$ cat src/rtl/i2c_pkg.sv
// Shared constants for the I2C target: FSM state encodings and ACK/NACK bus levels.
package i2c_pkg;

   localparam logic [2:0] ST_IDLE      = 3'd0;
   localparam logic [2:0] ST_ADDR      = 3'd1;
   localparam logic [2:0] ST_ADDR_ACK  = 3'd2;
   localparam logic [2:0] ST_WR_DATA   = 3'd3;
   localparam logic [2:0] ST_WR_ACK    = 3'd4;
   localparam logic [2:0] ST_RD_DATA   = 3'd5;
   localparam logic [2:0] ST_RD_ACK    = 3'd6;
   localparam logic [2:0] ST_WAIT_STOP = 3'd7;

   localparam logic ACK  = 1'b0;
   localparam logic NACK = 1'b1;

endpackage

$ cat src/rtl/i2c_sync_edge.sv
// Pad-line synchronizer with rise/fall detect; resets to 1 so an idle bus shows no edge.
module i2c_sync_edge #(
   parameter int STAGES = 2
) (
   input  logic clk,
   input  logic rstb,
   input  logic line_in,
   output logic line_s,
   output logic rise,
   output logic fall
);

   logic [STAGES-1:0] sync_q;
   logic [STAGES-1:0] sync_d;
   logic              dly_q;
   logic              dly_d;

   always_comb begin
      sync_d = {sync_q[STAGES-2:0], line_in};
      dly_d  = sync_q[STAGES-1];
   end

   always_ff @(posedge clk) begin
      if (rstb) begin
         sync_q <= '1;
         dly_q  <= 1'b1;
      end else begin
         sync_q <= sync_d;
         dly_q  <= dly_d;
      end
   end

   assign line_s = sync_q[STAGES-1];
   assign rise   = line_s & ~dly_q;
   assign fall   = ~line_s & dly_q;

endmodule

$ cat src/rtl/i2c_slave.sv
// I2C target controller: START/STOP decode, 7-bit address match, byte shift in/out,
// ACK generation and SCL stretching while the host is not ready.
module i2c_slave
   import i2c_pkg::*;
#(
   parameter logic [6:0] ADDR        = 7'h2A,
   parameter int         SYNC_STAGES = 2
) (
   input  logic       clk,
   input  logic       rstb,
   input  logic       ready,
   input  logic [7:0] data_in,
   output logic [7:0] data_out,
   output logic       r_w,
   output logic       data_vld,
   output logic       start,
   output logic       stop,
   input  logic       scl_in,
   output logic       scl_oe,
   input  logic       sda_in,
   output logic       sda_oe
);

   logic scl_s, scl_rise, scl_fall;
   logic sda_s, sda_rise, sda_fall;
   logic start_det, stop_det, rd_load;

   logic [2:0] state_q, state_d;
   logic [3:0] cnt_q, cnt_d;
   logic [7:0] shift_q, shift_d;
   logic [7:0] data_out_q, data_out_d;
   logic       r_w_q, r_w_d;
   logic       data_vld_q, data_vld_d;
   logic       start_q, start_d;
   logic       stop_q, stop_d;
   logic       scl_oe_q, scl_oe_d;
   logic       sda_oe_q, sda_oe_d;
   logic       ack_on_q, ack_on_d;
   logic       hold_q, hold_d;

   i2c_sync_edge #(.STAGES(SYNC_STAGES)) u_scl (
      .clk(clk), .rstb(rstb), .line_in(scl_in),
      .line_s(scl_s), .rise(scl_rise), .fall(scl_fall)
   );

   i2c_sync_edge #(.STAGES(SYNC_STAGES)) u_sda (
      .clk(clk), .rstb(rstb), .line_in(sda_in),
      .line_s(sda_s), .rise(sda_rise), .fall(sda_fall)
   );

   assign start_det = sda_fall & scl_s;
   assign stop_det  = sda_rise & scl_s;

   // hold_q marks a stretch waiting for ready; SCL is released one clk after SDA is
   // set up so the target's own SDA change can never be seen as a START.
   always_comb begin
      state_d    = state_q;
      cnt_d      = cnt_q;
      shift_d    = shift_q;
      data_out_d = data_out_q;
      r_w_d      = r_w_q;
      data_vld_d = 1'b0;
      start_d    = 1'b0;
      stop_d     = 1'b0;
      scl_oe_d   = scl_oe_q;
      sda_oe_d   = sda_oe_q;
      ack_on_d   = ack_on_q;
      hold_d     = hold_q;
      rd_load    = 1'b0;

      if (scl_oe_q && !hold_q) begin
         scl_oe_d = 1'b0;
      end

      if (stop_det) begin
         stop_d   = 1'b1;
         state_d  = ST_IDLE;
         scl_oe_d = 1'b0;
         sda_oe_d = 1'b0;
         ack_on_d = 1'b0;
         hold_d   = 1'b0;
      end else if (start_det) begin
         start_d  = 1'b1;
         state_d  = ST_ADDR;
         cnt_d    = 4'd0;
         scl_oe_d = 1'b0;
         sda_oe_d = 1'b0;
         ack_on_d = 1'b0;
         hold_d   = 1'b0;
      end else begin
         case (state_q)
            ST_ADDR: begin
               if (scl_rise) begin
                  shift_d = {shift_q[6:0], sda_s};
                  cnt_d   = cnt_q + 4'd1;
                  if (cnt_q == 4'd7) begin
                     ack_on_d = 1'b0;
                     if (shift_q[6:0] == ADDR) begin
                        r_w_d   = sda_s;
                        state_d = ST_ADDR_ACK;
                     end else begin
                        state_d = ST_WAIT_STOP;
                     end
                  end
               end
            end
            ST_ADDR_ACK: begin
               if (scl_fall) begin
                  if (!ack_on_q) begin
                     sda_oe_d = ~ACK;
                     ack_on_d = 1'b1;
                  end else begin
                     sda_oe_d = 1'b0;
                     ack_on_d = 1'b0;
                     if (r_w_q) begin
                        rd_load = 1'b1;
                     end else begin
                        state_d = ST_WR_DATA;
                        cnt_d   = 4'd0;
                     end
                  end
               end
            end
            ST_WR_DATA: begin
               if (scl_rise) begin
                  shift_d = {shift_q[6:0], sda_s};
                  cnt_d   = cnt_q + 4'd1;
                  if (cnt_q == 4'd7) begin
                     data_out_d = {shift_q[6:0], sda_s};
                     data_vld_d = 1'b1;
                     ack_on_d   = 1'b0;
                     state_d    = ST_WR_ACK;
                  end
               end
            end
            ST_WR_ACK: begin
               if (!ack_on_q && (scl_fall || hold_q)) begin
                  if (ready) begin
                     sda_oe_d = ~ACK;
                     ack_on_d = 1'b1;
                     hold_d   = 1'b0;
                  end else begin
                     scl_oe_d = 1'b1;
                     hold_d   = 1'b1;
                  end
               end else if (ack_on_q && scl_fall) begin
                  sda_oe_d = 1'b0;
                  ack_on_d = 1'b0;
                  state_d  = ST_WR_DATA;
                  cnt_d    = 4'd0;
               end
            end
            ST_RD_DATA: begin
               if (hold_q) begin
                  rd_load = 1'b1;
               end else if (scl_rise) begin
                  cnt_d = cnt_q + 4'd1;
               end else if (scl_fall) begin
                  if (cnt_q == 4'd8) begin
                     sda_oe_d = 1'b0;
                     ack_on_d = 1'b0;
                     state_d  = ST_RD_ACK;
                  end else begin
                     shift_d  = {shift_q[6:0], 1'b0};
                     sda_oe_d = ~shift_q[6];
                  end
               end
            end
            ST_RD_ACK: begin
               if (scl_rise && !ack_on_q) begin
                  if (sda_s == NACK) begin
                     state_d = ST_WAIT_STOP;
                  end else begin
                     ack_on_d = 1'b1;
                  end
               end else if (scl_fall && ack_on_q) begin
                  ack_on_d = 1'b0;
                  rd_load  = 1'b1;
               end
            end
            default: begin
            end
         endcase

         if (rd_load) begin
            state_d = ST_RD_DATA;
            if (ready) begin
               shift_d  = data_in;
               sda_oe_d = ~data_in[7];
               cnt_d    = 4'd0;
               hold_d   = 1'b0;
            end else begin
               scl_oe_d = 1'b1;
               hold_d   = 1'b1;
            end
         end
      end
   end

   always_ff @(posedge clk) begin
      if (rstb) begin
         state_q    <= ST_IDLE;
         cnt_q      <= 4'd0;
         shift_q    <= 8'd0;
         data_out_q <= 8'd0;
         r_w_q      <= 1'b0;
         data_vld_q <= 1'b0;
         start_q    <= 1'b0;
         stop_q     <= 1'b0;
         scl_oe_q   <= 1'b0;
         sda_oe_q   <= 1'b0;
         ack_on_q   <= 1'b0;
         hold_q     <= 1'b0;
      end else begin
         state_q    <= state_d;
         cnt_q      <= cnt_d;
         shift_q    <= shift_d;
         data_out_q <= data_out_d;
         r_w_q      <= r_w_d;
         data_vld_q <= data_vld_d;
         start_q    <= start_d;
         stop_q     <= stop_d;
         scl_oe_q   <= scl_oe_d;
         sda_oe_q   <= sda_oe_d;
         ack_on_q   <= ack_on_d;
         hold_q     <= hold_d;
      end
   end

   assign data_out = data_out_q;
   assign r_w      = r_w_q;
   assign data_vld = data_vld_q;
   assign start    = start_q;
   assign stop     = stop_q;
   assign scl_oe   = scl_oe_q;
   assign sda_oe   = sda_oe_q;

endmodule

$ cat config.mk
export PLATFORM = sky130hd
export DESIGN_NAME = i2c_slave
export DESIGN_NICKNAME = d
export VERILOG_FILES = /design/src/rtl/i2c_pkg.sv /design/src/rtl/i2c_sync_edge.sv /design/src/rtl/i2c_slave.sv
export SDC_FILE = /design/constraint.sdc
export NUM_CORES = 1
export LEC_CHECK = 0
export BUFFER_PORTS_ARGS = -buffer_cell sky130_fd_sc_hd__clkbuf_2
export CORE_ASPECT_RATIO = 2
export CORE_UTILIZATION = 60
export DETAILED_ROUTE_END_ITERATION = 12
export PLACE_DENSITY = 0.8
export SLEW_MARGIN = 30
export SYNTH_ARGS = -nofsm -noshare
export SYNTH_HDL_FRONTEND = slang
export SYNTH_SLANG_ARGS = --single-unit
$ cat constraint.sdc
create_clock -name clk -period 5.6 [get_ports clk]
set_clock_uncertainty 0.1 [all_clocks]
set_input_delay 1.12 -clock clk [delete_from_list [all_inputs] [get_ports clk]]
set_output_delay 1.12 -clock clk [all_outputs]
set_load 0.005 [all_outputs]
==> results of run 1 <==
[worst min path at each step]
| stage | to | slack [ns] | startpoint | depth (start not counted) |
|---|---|---|---|---|
| after floorplan | u_scl.sync_q[1]$_SDFF_PP1_ | 0.29 | u_scl.sync_q[0]$_SDFF_PP1_ | 1 |
| final | u_sda.sync_q[1]$_SDFF_PP1_ | 0.31 | u_sda.sync_q[0]$_SDFF_PP1_ | 1 |
| after detailed placement | u_sda.sync_q[1]$_SDFF_PP1_ | 0.29 | u_sda.sync_q[0]$_SDFF_PP1_ | 1 |
| after CTS | u_sda.sync_q[1]$_SDFF_PP1_ | 0.31 | u_sda.sync_q[0]$_SDFF_PP1_ | 1 |
| after global placement | u_scl.sync_q[1]$_SDFF_PP1_ | 0.29 | u_scl.sync_q[0]$_SDFF_PP1_ | 1 |
| after global routing | u_sda.sync_q[1]$_SDFF_PP1_ | 0.32 | u_sda.sync_q[0]$_SDFF_PP1_ | 1 |
[metal layers]
| metal | vias to the layer above | part of all wire, % |
|---|---|---|
| li1 | 931 | - |
| met1 | 886 | 36 |
| met2 | 69 | 51 |
| met3 | 31 | 4.2 |
| met4 | 0 | 8.3 |
| met5 | - | 0 |
[flip-flops by register name, indices dropped and copies added, names as in the netlist]
| signal | count |
|---|---|
| scl_oe | 1 |
| u_sda.dly_q | 1 |
| r_w | 1 |
| shift_q | 7 |
| u_sda.sync_q | 2 |
| u_scl.sync_q | 2 |
| data_out | 8 |
| hold_q | 1 |
| sda_oe | 1 |
| state_q | 3 |
| cnt_q | 4 |
| u_scl.dly_q | 1 |
| data_vld | 1 |
| start | 1 |
| ack_on_q | 1 |
| stop | 1 |
[area by class of cell]
cell class	count	area, sq um	share of cell area, %
inverter	14	52.6	2.35
multi-input combinational	177	1180	52.7
clock inverter	3	46.3	2.07
timing repair buffer	26	130	5.82
clock buffer	5	68.8	3.08
tap	31	38.8	1.73
sequential	36	721	32.2
[worst reg2reg max path: stages, from the launching register on]
cell	delay, ns
dfxtp_1	0.93
nand4b_1	0.31
or3_1	0.43
or3_1	0.54
mux2i_1	0.23
nor2_1	0.05
[logic make-up after synthesis]
logic type	Yosys count
AOI/OAI and AO/OA	74
xor gates and xnor gates	1
adders and majority gates	2
buffers and inverters	29
DFF	36
muxes	11
and+or+nand+nor	89
[where the power goes]
| group | switching, W | internal [W] | total [W] | leakage, nW |
|---|---|---|---|---|
| logic | 0.000127 | 0.000114 | 0.000241 | 0.588 |
| registers | 0.0000689 | 0.000271 | 0.000340 | 0.292 |
| clock network | 0.000103 | 0.000134 | 0.000237 | 0.0548 |
| total | 0.000299 | 0.000519 | 0.000818 | 0.935 |
[metrics by stage]
step	total power, W	hold WS (ns)	setup slack [ns]	instance area (sq um)
floorplan	0.000532	0.289	3.51	2030
global route	0.000865	0.321	2.70	2240
detailed placement	0.000577	0.294	2.96	2120
global placement	0.000576	0.292	2.97	2120
finish	0.000818	0.311	2.88	2240
CTS	0.000813	0.313	2.94	2240
[placed cells by master (no fill, tap or decap), types with 2 or more instances in the layout]
cell	synthesis	final
clkbuf_2	0	26
a21o_1	3	3
nand3_1	4	4
and3b_1	2	2
dfxtp_1	36	36
nand2_1	18	18
nor2_1	21	21
or2_2	7	7
o22ai_1	2	2
clkbuf_8	0	5
and2_1	3	3
a211oi_1	4	4
o2bb2ai_1	2	2
a32o_1	2	2
a22oi_1	2	2
o311a_1	2	2
mux2i_1	10	10
a31oi_1	3	3
o221ai_1	6	6
ha_1	2	2
o211a_1	2	2
nor2b_1	6	6
inv_1	14	14
nor3_1	3	3
a311oi_1	2	2
o21ai_0	6	6
or3_1	3	3
o211ai_1	4	4
nand3b_1	4	4
nand2b_1	6	6
a21oi_1	17	17
==> summary.md, run 1 <==
| Metric | Value |
|---|---|
| Vias | `1,917` |
| Routed length per instance | `17.9 microns` |
| Final Max Slew Viols | `0` |
| Post-Synth Adder-Cell Area | `1.23%` |
| Post-synth EDFFs | `0` |
| Minimum clock period | `2.72 ns` |
| Synth-to-Final Area Change | `10.0%` |
| Peak supply drop | `0.332 mV` |
| Hold-fix buffers at CTS | `0` |
| Nets@finish | `275` |
| Most common cell on crit path | `or3_1` |
| Clock buffer depth | `2` |
| Reg2Reg Capture Point | `data_out[2]$_SDFFE_PP0P_` |
| Worst setup path start | `state_q[0]$_SDFFE_PP0P_` |
| Final hold vios | `0` |
| Total grt overflow | `0` |
| Syn Nets | `257` |
| Max Cap Viol | `0` |
| Most common cell in the netlist | `dfxtp_1` |
| Flops & latches, synth | `36` |
| CTS tree | `yes` |
| Synthesized area per cell | `8.40 sq um` |
| Pin count of the biggest net entering global routing | `31` |
| Global placement routability congestion | `0.966` |
| R2R setup slack | `2.88 ns` |
| Critical Path End | `data_out[2]$_SDFFE_PP0P_` |
| Buffers & Inverters on Critical Path | `0` |
| Setup TNS | `0 ns` |
| Number of vias per cell | `6.57` |
| Starting Density | `63.7%` |
| Post-synthesis sequential area ratio | `35.4%` |
| Initial detailed-routing violation count | `80` |
| Clock root cell | `clkbuf_8` |
| Crit end category | `register` |
| Synth Area in Compound Gates | `26.8%` |
| Die W | `43.2 microns` |
| Final wirelength | `5.23 mm` |
| Cells after DPL | `284` |
| Reg2reg start | `state_q[0]$_SDFFE_PP0P_` |
| Largest area contributor in the netlist | `dfxtp_1` |
| Antenna diodes | `0` |
| Worst path slowest cell | `dfxtp_1` |
| CP max stage delay | `0.93 ns` |
| Unique masters post-synth | `64` |
| Post-synthesis mux area share | `5.48%` |
| Met1 Use GR | `32.5%` |
| CP top delay family | `simple AND/OR/NAND/NOR gates` |
| Rows | `29` |
| Most used routing layer | `met2` |
| H-tree depth | `2` |
| Synth warn | `0` |
| Setup repair after global routing missed its margin | `false` |
| Global-route wire length before repair | `8.82 mm` |
| HP Class | `reg2reg` |
| Post-CTS Setup Repair Bufs | `0` |
| Crit path launch type | `register` |
| Ports | `27` |
| Synthesized area | `2030 sq um` |
| WP data arrival | `2.80 ns` |
| Static leakage | `0.935 nW` |
| Clock sink count | `36` |
| Slew HR | `38.6%` |
| Run status | `complete, no violations` |
| Vias in the first global route | `1,907` |
| Full die area | `3640 sq um` |
| Power Dens Cells | `365 nW/um^2` |
| Met2 Usage GRT | `54.5%` |
| Mapped Cells | `242` |
| Top cells by area, synth | `dfxtp_1, mux2i_1, a21oi_1` |
| Final ANT Viol Nets | `0` |
| Dominant synthesized flop cell | `dfxtp_1` |
| Port Buffer Count | `26` |
| Worst-Margin Slew | `0.920 ns` |
| Die Ht | `84.3 microns` |
| Area share of the largest cell type after synthesis | `35.4%` |
| Most frequent cells after synthesis | `dfxtp_1, nor2_1, nand2_1, a21oi_1, inv_1` |
| Worst Path Required | `5.68 ns` |
| Skew-Pair Late Insertion Delay | `0.30 ns` |
| FF-to-FF path depth | `5` |
| Global Route met3 Usage | `5.81%` |
| Largest family of logic cells by synthesized area | `compound AO/OA/AOI/OAI gates` |
| Worst path cell trace | `nand4b_1, or3_1, or3_1, mux2i_1, nor2_1` |
| Cts repair resizes | `0` |
| Async set-or-reset flop fraction in the synthesized netlist | `0%` |
| TritonCTS buffer count | `5` |
| Placed wire-length estimate | `3.85 mm` |
| Finished Layout Cells | `292` |
| WP depth | `5` |
| Synth Area in XOR/XNOR | `0.431%` |
| Critical path type | `reg2reg` |
| # fillers | `264` |
| Clock slew at reported path FFs | `0.08 ns` |
| Simple-Gate Fraction of Synth Area | `24.1%` |
| Core area | `3190 sq um` |
| Max Clk Rate | `368 MHz` |
| Drt drc | `0` |
| Final Setup Violations | `0` |
| Period Utilization, post-route | `48.6%` |
| Drt first pass iters | `4` |
| Layout cells sized above 1 | `17.6%` |
| Crit-path max FO | `29` |
| Initial antenna violation count | `0` |
| Total GRT Usage | `31.7%` |
| Final core utilization | `70.1%` |
Power figures use the tool's default switching activity.
==> run 2, diff against run 1 <==
CORE_UTILIZATION = 57   (was 60)
PLACE_DENSITY = 0.76   (was 0.8)
clock period = 2.55 ns   (was 5.6 ns; I/O delays follow)
==> summary.md, run 2 (same netlist as run 1, synthesis figures left out) <==
| Metric | Value |
|---|---|
| Layout cells sized above 1 | `20.7% (+3.0 points)` |
| Routed wl met3 | `283 microns (+30%)` |
| Antenna diodes | `0 (unchanged)` |
| Pin count of the biggest net entering global routing | `29 (-6.5%)` |
| Final Max Slew Viols | `0 (unchanged)` |
| Worst Path Required | `2.62 ns (-3.06 ns)` |
| Final Setup Violations | `0 (unchanged)` |
| Clock slew at reported path FFs | `0.08 ns (about the same)` |
| Minimum clock period | `2.39 ns (-0.325 ns)` |
| Worst setup path start | `state_q[1]$_SDFFE_PP0P_` |
| Max Clk Rate | `418 MHz (+14%)` |
| Setup repair after global routing missed its margin | `false` |
| Global placement routability congestion | `0.911 (-5.7%)` |
| Critical Path End | `shift_q[1]$_SDFFE_PP0P_` |
| Number of vias per cell | `6.53 (-0.56%)` |
| Total GRT Usage | `32.5% (+0.78 points)` |
| Total grt overflow | `0 (unchanged)` |
| Worst path slowest cell | `dfxtp_1` |
| Register Area | `721 sq um (unchanged)` |
| Slew HR | `62.8% (+24 points)` |
| Crit-path max FO | `18 (-38%)` |
| CTS tree | `yes` |
| Clock root cell | `clkbuf_8` |
| Run status | `complete, no violations` |
| CP top delay family | `compound AO/OA/AOI/OAI gates` |
| CP max stage delay | `0.68 ns (-0.25 ns)` |
| Max Cap Viol | `0 (unchanged)` |
| # fillers | `317 (+20%)` |
| Rows | `30 (+3.4%)` |
| Nets@finish | `285 (+3.6%)` |
| Reg2reg start | `state_q[1]$_SDFFE_PP0P_` |
| Cts repair resizes | `0 (unchanged)` |
| TritonCTS buffer count | `5 (unchanged)` |
| Hold-fix buffers at CTS | `0 (unchanged)` |
| Die W | `44.2 microns (+2.5%)` |
| WP depth | `5 (unchanged)` |
| HP Class | `in2reg` |
| Crit end category | `register` |
| Drt drc | `0 (unchanged)` |
| Synth-to-Final Area Change | `12.7%` |
| Full die area | `3820 sq um (+5.1%)` |
| Reg2Reg Capture Point | `shift_q[1]$_SDFFE_PP0P_` |
| Area of the multi-input gates | `1180 sq um (unchanged)` |
| Global-route wire length before repair | `9.07 mm (+2.9%)` |
| H-tree depth | `2 (unchanged)` |
| R2R setup slack | `0.16 ns (-2.73 ns)` |
| Starting Density | `60.2% (-3.5 points)` |
| Die Ht | `86.5 microns (+2.5%)` |
| Max FFs per register | `8 (unchanged)` |
| Ports | `27 (unchanged)` |
| Static leakage | `0.971 nW (+3.8%)` |
| Skew-Pair Late Insertion Delay | `0.30 ns (about the same)` |
| Uppermost layer routed | `met4` |
| WP data arrival | `2.46 ns (-0.34 ns)` |
| Most frequent cells in the layout | `dfxtp_1, clkbuf_2, nor2_1, nand2_1, a21oi_1` |
| Core area | `3380 sq um (+5.8%)` |
| Drt first pass iters | `4 (unchanged)` |
| Power Dens Cells | `768 nW/um^2 (+110%)` |
| Placed wire-length estimate | `4.17 mm (+8.2%)` |
| Worst path cell trace | `and4b_1, a41o_1, and2_1, o21ai_0, a21oi_1` |
| WHS | `0.295 ns (-0.0169 ns)` |
| Final wirelength | `5.54 mm (+5.9%)` |
| Worst-Margin Slew | `0.552 ns (-0.368 ns)` |
| Routed metal-1 wirelength | `1.92 mm (+1.9%)` |
| Peak supply drop | `0.537 mV (+62%)` |
| Final hold vios | `0 (unchanged)` |
| Clock sink count | `36 (unchanged)` |
| Vias in the first global route | `1,942 (+1.8%)` |
| Setup TNS | `0 ns (unchanged)` |
| Wire length on met2 | `2.94 mm (+9.3%)` |
| Critical path type | `reg2reg` |
| Period Utilization, post-route | `93.9% (+45 points)` |
| Buffers & Inverters on Critical Path | `0 (unchanged)` |
| Vias | `1,978 (+3.2%)` |
| Initial detailed-routing violation count | `79 (-1.3%)` |
| Clock buffer depth | `2 (unchanged)` |
| Post-CTS Setup Repair Bufs | `0 (unchanged)` |
| Final ANT Viol Nets | `0 (unchanged)` |
| Port Buffer Count | `26 (unchanged)` |
| FF-to-FF path depth | `5 (unchanged)` |
| Most common cell after layout, fill and taps aside | `dfxtp_1` |
| Crit path launch type | `register` |
| Initial antenna violation count | `0 (unchanged)` |
| Routed length per instance | `18.3 microns (+2.1%)` |
## run 2: cell count changes in the layout (fill, tap and decap cells not counted)
cell	before	now
inv_6	1	0
clkinv_4	0	1
buf_4	0	10
bufinv_16	1	0
clkinvlp_4	1	2
## run 2: layout make-up
cell class / instances / share of cell area, %
clock inverter: 3 / 1.04
inverter: 14 / 2.29
sequential: 36 / 31.5
timing repair buffer: 36 / 8.96
tap: 32 / 1.75
multi-input combinational: 177 / 51.5
clock buffer: 5 / 3.00
## run 2: power by group
| group | total, W | internal [W] | switching [W] |
|---|---|---|---|
| logic | 0.000684 | 0.000296 | 0.000388 |
| clock network | 0.000425 | 0.000193 | 0.000232 |
| registers | 0.000651 | 0.000595 | 0.0000562 |
## run 2: through the flow
step                area [sq um]  utilization (%)  total power [W]  setup WS, ns  cells
finish                      2290             67.8          0.00176         0.155    303
CTS                         2290             67.8          0.00176         0.196    303
detailed placement          2200             65.1          0.00133         0.212    295
floorplan                   2030                -          0.00117         0.614    242
global route                2290             67.8          0.00186        0.0265    303
global placement            2200             65.1          0.00132         0.215    295
## run 2: layer usage
| metal | track usage, % | up-vias |
|---|---|---|
| li1 | - | 946 |
| met1 | 32.0 | 916 |
| met2 | 56.4 | 84 |
| met3 | 6.67 | 32 |
| met4 | 24.2 | 0 |
| met5 | 0 | - |
## run 2: worst min path at each step
stage,startpoint,cells after the start,slack [ns],end
finish,sda_in,2,0.29,u_sda.sync_q[0]$_SDFF_PP1_
global route,sda_in,2,0.30,u_sda.sync_q[0]$_SDFF_PP1_
CTS,sda_in,2,0.29,u_sda.sync_q[0]$_SDFF_PP1_
detailed placement,u_scl.sync_q[0]$_SDFF_PP1_,1,0.30,u_scl.sync_q[1]$_SDFF_PP1_
global placement,u_sda.sync_q[0]$_SDFF_PP1_,1,0.29,u_sda.sync_q[1]$_SDFF_PP1_
floorplan,u_scl.sync_q[0]$_SDFF_PP1_,1,0.29,u_scl.sync_q[1]$_SDFF_PP1_
==> run 3, diff against run 2 <==
CORE_ASPECT_RATIO = 1.4   (was 2)
SETUP_SLACK_MARGIN = 0.4   (was not set)
==> summary.md, run 3 (same netlist as run 1, synthesis figures left out) <==
| Metric | Value |
|---|---|
| Run status | `complete, no violations` |
| Minimum clock period | `2.08 ns (-0.317 ns)` |
| Worst Path Required | `2.63 ns (about the same)` |
| Die W | `52.5 microns (+19%)` |
| Rows | `25 (-17%)` |
| Layout cells sized above 1 | `24.5% (+3.9 points)` |
| Clock buffer depth | `2 (unchanged)` |
| Initial detailed-routing violation count | `64 (-19%)` |
| Slew HR | `71.5% (+8.7 points)` |
| Sequential power share | `36.8% (-0.2 points)` |
| Power Dens Cells | `764 nW/um^2 (-0.63%)` |
| Final core utilization | `69.9% (+2.1 points)` |
| Skew-Pair Late Insertion Delay | `0.29 ns (about the same)` |
| Global-route wire length before repair | `8.42 mm (-7.2%)` |
| Synth-to-Final Area Change | `16.1%` |
| Worst path slowest cell | `dfxtp_1` |
| R2R setup slack | `0.47 ns (+0.32 ns)` |
| CTS tree | `yes` |
| Max FFs per register | `8 (unchanged)` |
| Nets@finish | `284 (-0.35%)` |
| Drt drc | `0 (unchanged)` |
| Crit-path max FO | `28 (+10)` |
| FF-to-FF path depth | `6 (+1)` |
| Most frequent cells in the layout | `dfxtp_1, clkbuf_2, nor2_1, nand2_1, a21oi_1` |
| Finished Cell Area | `2360 sq um (+3.1%)` |
| Post-CTS Setup Repair Bufs | `0 (unchanged)` |
| Vias in the first global route | `1,843 (-5.1%)` |
| Setup TNS | `0 ns (unchanged)` |
| Internal | `0.00115 W (+5.8%)` |
| Vias | `1,948 (-1.5%)` |
| Worst setup margin | `0.473 ns (+0.317 ns)` |
| Pin count of the biggest net entering global routing | `29 (unchanged)` |
| Die Ht | `72.7 microns (-16%)` |
| Worst-Margin Slew | `0.425 ns (-0.127 ns)` |
| Placed wire-length estimate | `3.84 mm (-8.0%)` |
| Period Utilization, post-route | `81.5% (-12 points)` |
| Initial antenna violation count | `0 (unchanged)` |
| CP max stage delay | `0.38 ns (-0.30 ns)` |
| Final wirelength | `5.24 mm (-5.5%)` |
| Instance area at placement | `2200 sq um (+0.11%)` |
| Routed length per instance | `16.9 microns (-7.3%)` |
| NetSw | `0.000656 W (-3.0%)` |
| Max Clk Rate | `481 MHz (+15%)` |
| Number of vias per cell | `6.30 (-3.4%)` |
| Endpoint, Worst Hold | `u_sda.sync_q[0]$_SDFF_PP1_` |
| Pwr Total | `0.00180 W (+2.4%)` |
| Final ANT Viol Nets | `0 (unchanged)` |
| Drt first pass iters | `4 (unchanged)` |
| Clock sink count | `36 (unchanged)` |
| Worst path cell trace | `buf_6, and4b_1, a41o_1, a21oi_1, a21o_1, mux2_2` |
| Final Setup Violations | `0 (unchanged)` |
| Total grt overflow | `0 (unchanged)` |
| HP Class | `in2reg` |
| Clock share of power | `24.3% (about the same)` |
| Setup repair after global routing missed its margin | `true` |
| Wire length on met2 | `2.63 mm (-10%)` |
| # fillers | `297 (-6.3%)` |
| Port Buffer Count | `26 (unchanged)` |
| Uppermost layer routed | `met4` |
| Switching fraction of total power | `36.4% (-2.0 points)` |
| Routed metal-1 wirelength | `2.11 mm (+9.9%)` |
| Crit end category | `register` |
| Starting Density | `60.2% (unchanged)` |
| Global placement routability congestion | `0.976 (+7.1%)` |
| Routed wl met3 | `239 microns (-16%)` |
| Max Cap Viol | `0 (unchanged)` |
| Core area | `3380 sq um (unchanged)` |
| Antenna diodes | `0 (unchanged)` |
| Clock root cell | `clkbuf_8` |
| Critical path type | `reg2reg` |
| Reg2Reg Capture Point | `cnt_q[0]$_SDFFE_PP0N_` |
| Crit path launch type | `register` |
| Comb pwr share | `38.9% (about the same)` |
| Full die area | `3810 sq um (-0.29%)` |
| Hold-fix buffers at CTS | `0 (unchanged)` |
| Final Max Slew Viols | `0 (unchanged)` |
| Static leakage | `0.988 nW (+1.8%)` |
| Reg2reg start | `state_q[0]$_SDFFE_PP0P_` |
| H-tree depth | `2 (unchanged)` |
| HP Start | `sda_in` |
| Ports | `27 (unchanged)` |
| Final hold vios | `0 (unchanged)` |
| Hold Path Stages | `2 (unchanged)` |
| WP data arrival | `2.16 ns (-0.30 ns)` |
| Peak supply drop | `0.784 mV (+46%)` |
| Clock slew at reported path FFs | `0.07 ns (about the same)` |
| Total GRT Usage | `30.2% (-2.3 points)` |
| TritonCTS buffer count | `5 (unchanged)` |
| Dpl ws | `0.264 ns (+0.0517 ns)` |
| Most common cell after layout, fill and taps aside | `dfxtp_1` |
[run 3: final cells by class]
cell class,count,area [sq um],area share [%]
Tap cell,40,50.0,2.12
Timing Repair Buffer,35,205,8.69
Multi-Input combinational cell,177,1230,51.9
Inverter,14,52.6,2.23
Clock buffer,7,96.3,4.08
Sequential cell,36,731,30.9
[run 3: power by group through the flow]
stage / Sequential, W / Clock (W) / Combinational, W
after floorplan: 0.000628 / 0 / 0.000540
after global placement: 0.000666 / 0 / 0.000658
after detailed placement: 0.000666 / 0 / 0.000654
after CTS: 0.000655 / 0.000448 / 0.000659
after global routing: 0.000668 / 0.000471 / 0.000756
final: 0.000663 / 0.000438 / 0.000702
[run 3: timing repair]
item | CTS | global route
endpoints found under the setup margin | 19 | 17
pin swaps | 0 | 2
gates resized for setup | 2 | 15
[run 3: worst max-delay path: cells and delay by family (launching register included)]
kind            cells  cell delay (ns)
compound gates      3             0.69
flops               1             0.38
buf+inv             1             0.25
simple gates        1             0.27
mux                 1             0.26
[run 3: worst max path at each step]
stage                                       start                 endpoint  slack (ns)  cells after the start
after detailed placement  state_q[1]$_SDFFE_PP0P_    cnt_q[0]$_SDFFE_PP0N_        0.26                      5
final                     state_q[0]$_SDFFE_PP0P_    cnt_q[0]$_SDFFE_PP0N_        0.47                      6
after global placement    state_q[1]$_SDFFE_PP0P_    cnt_q[0]$_SDFFE_PP0N_        0.26                      5
after CTS                   cnt_q[0]$_SDFFE_PP0N_  state_q[1]$_SDFFE_PP0P_        0.41                      6
after global routing      state_q[0]$_SDFFE_PP0P_  shift_q[6]$_SDFFE_PP0P_        0.36                      7
after floorplan             cnt_q[0]$_SDFFE_PP0N_  state_q[1]$_SDFFE_PP0P_        0.61                      6
[run 3: layer usage]
layer	global-route usage, %	up-vias
met5	0	-
met2	50.6	69
met3	6.04	22
met1	34.1	918
met4	18.4	0
li1	-	939
[run 3: per-stage QoR]
stage | std cells | hold WS, ns
4_1_cts | 309 | 0.298
3_5_place_dp | 302 | 0.299
3_3_place_gp | 302 | 0.291
5_1_grt | 309 | 0.301
2_1_floorplan | 242 | 0.289
6_report | 309 | 0.305
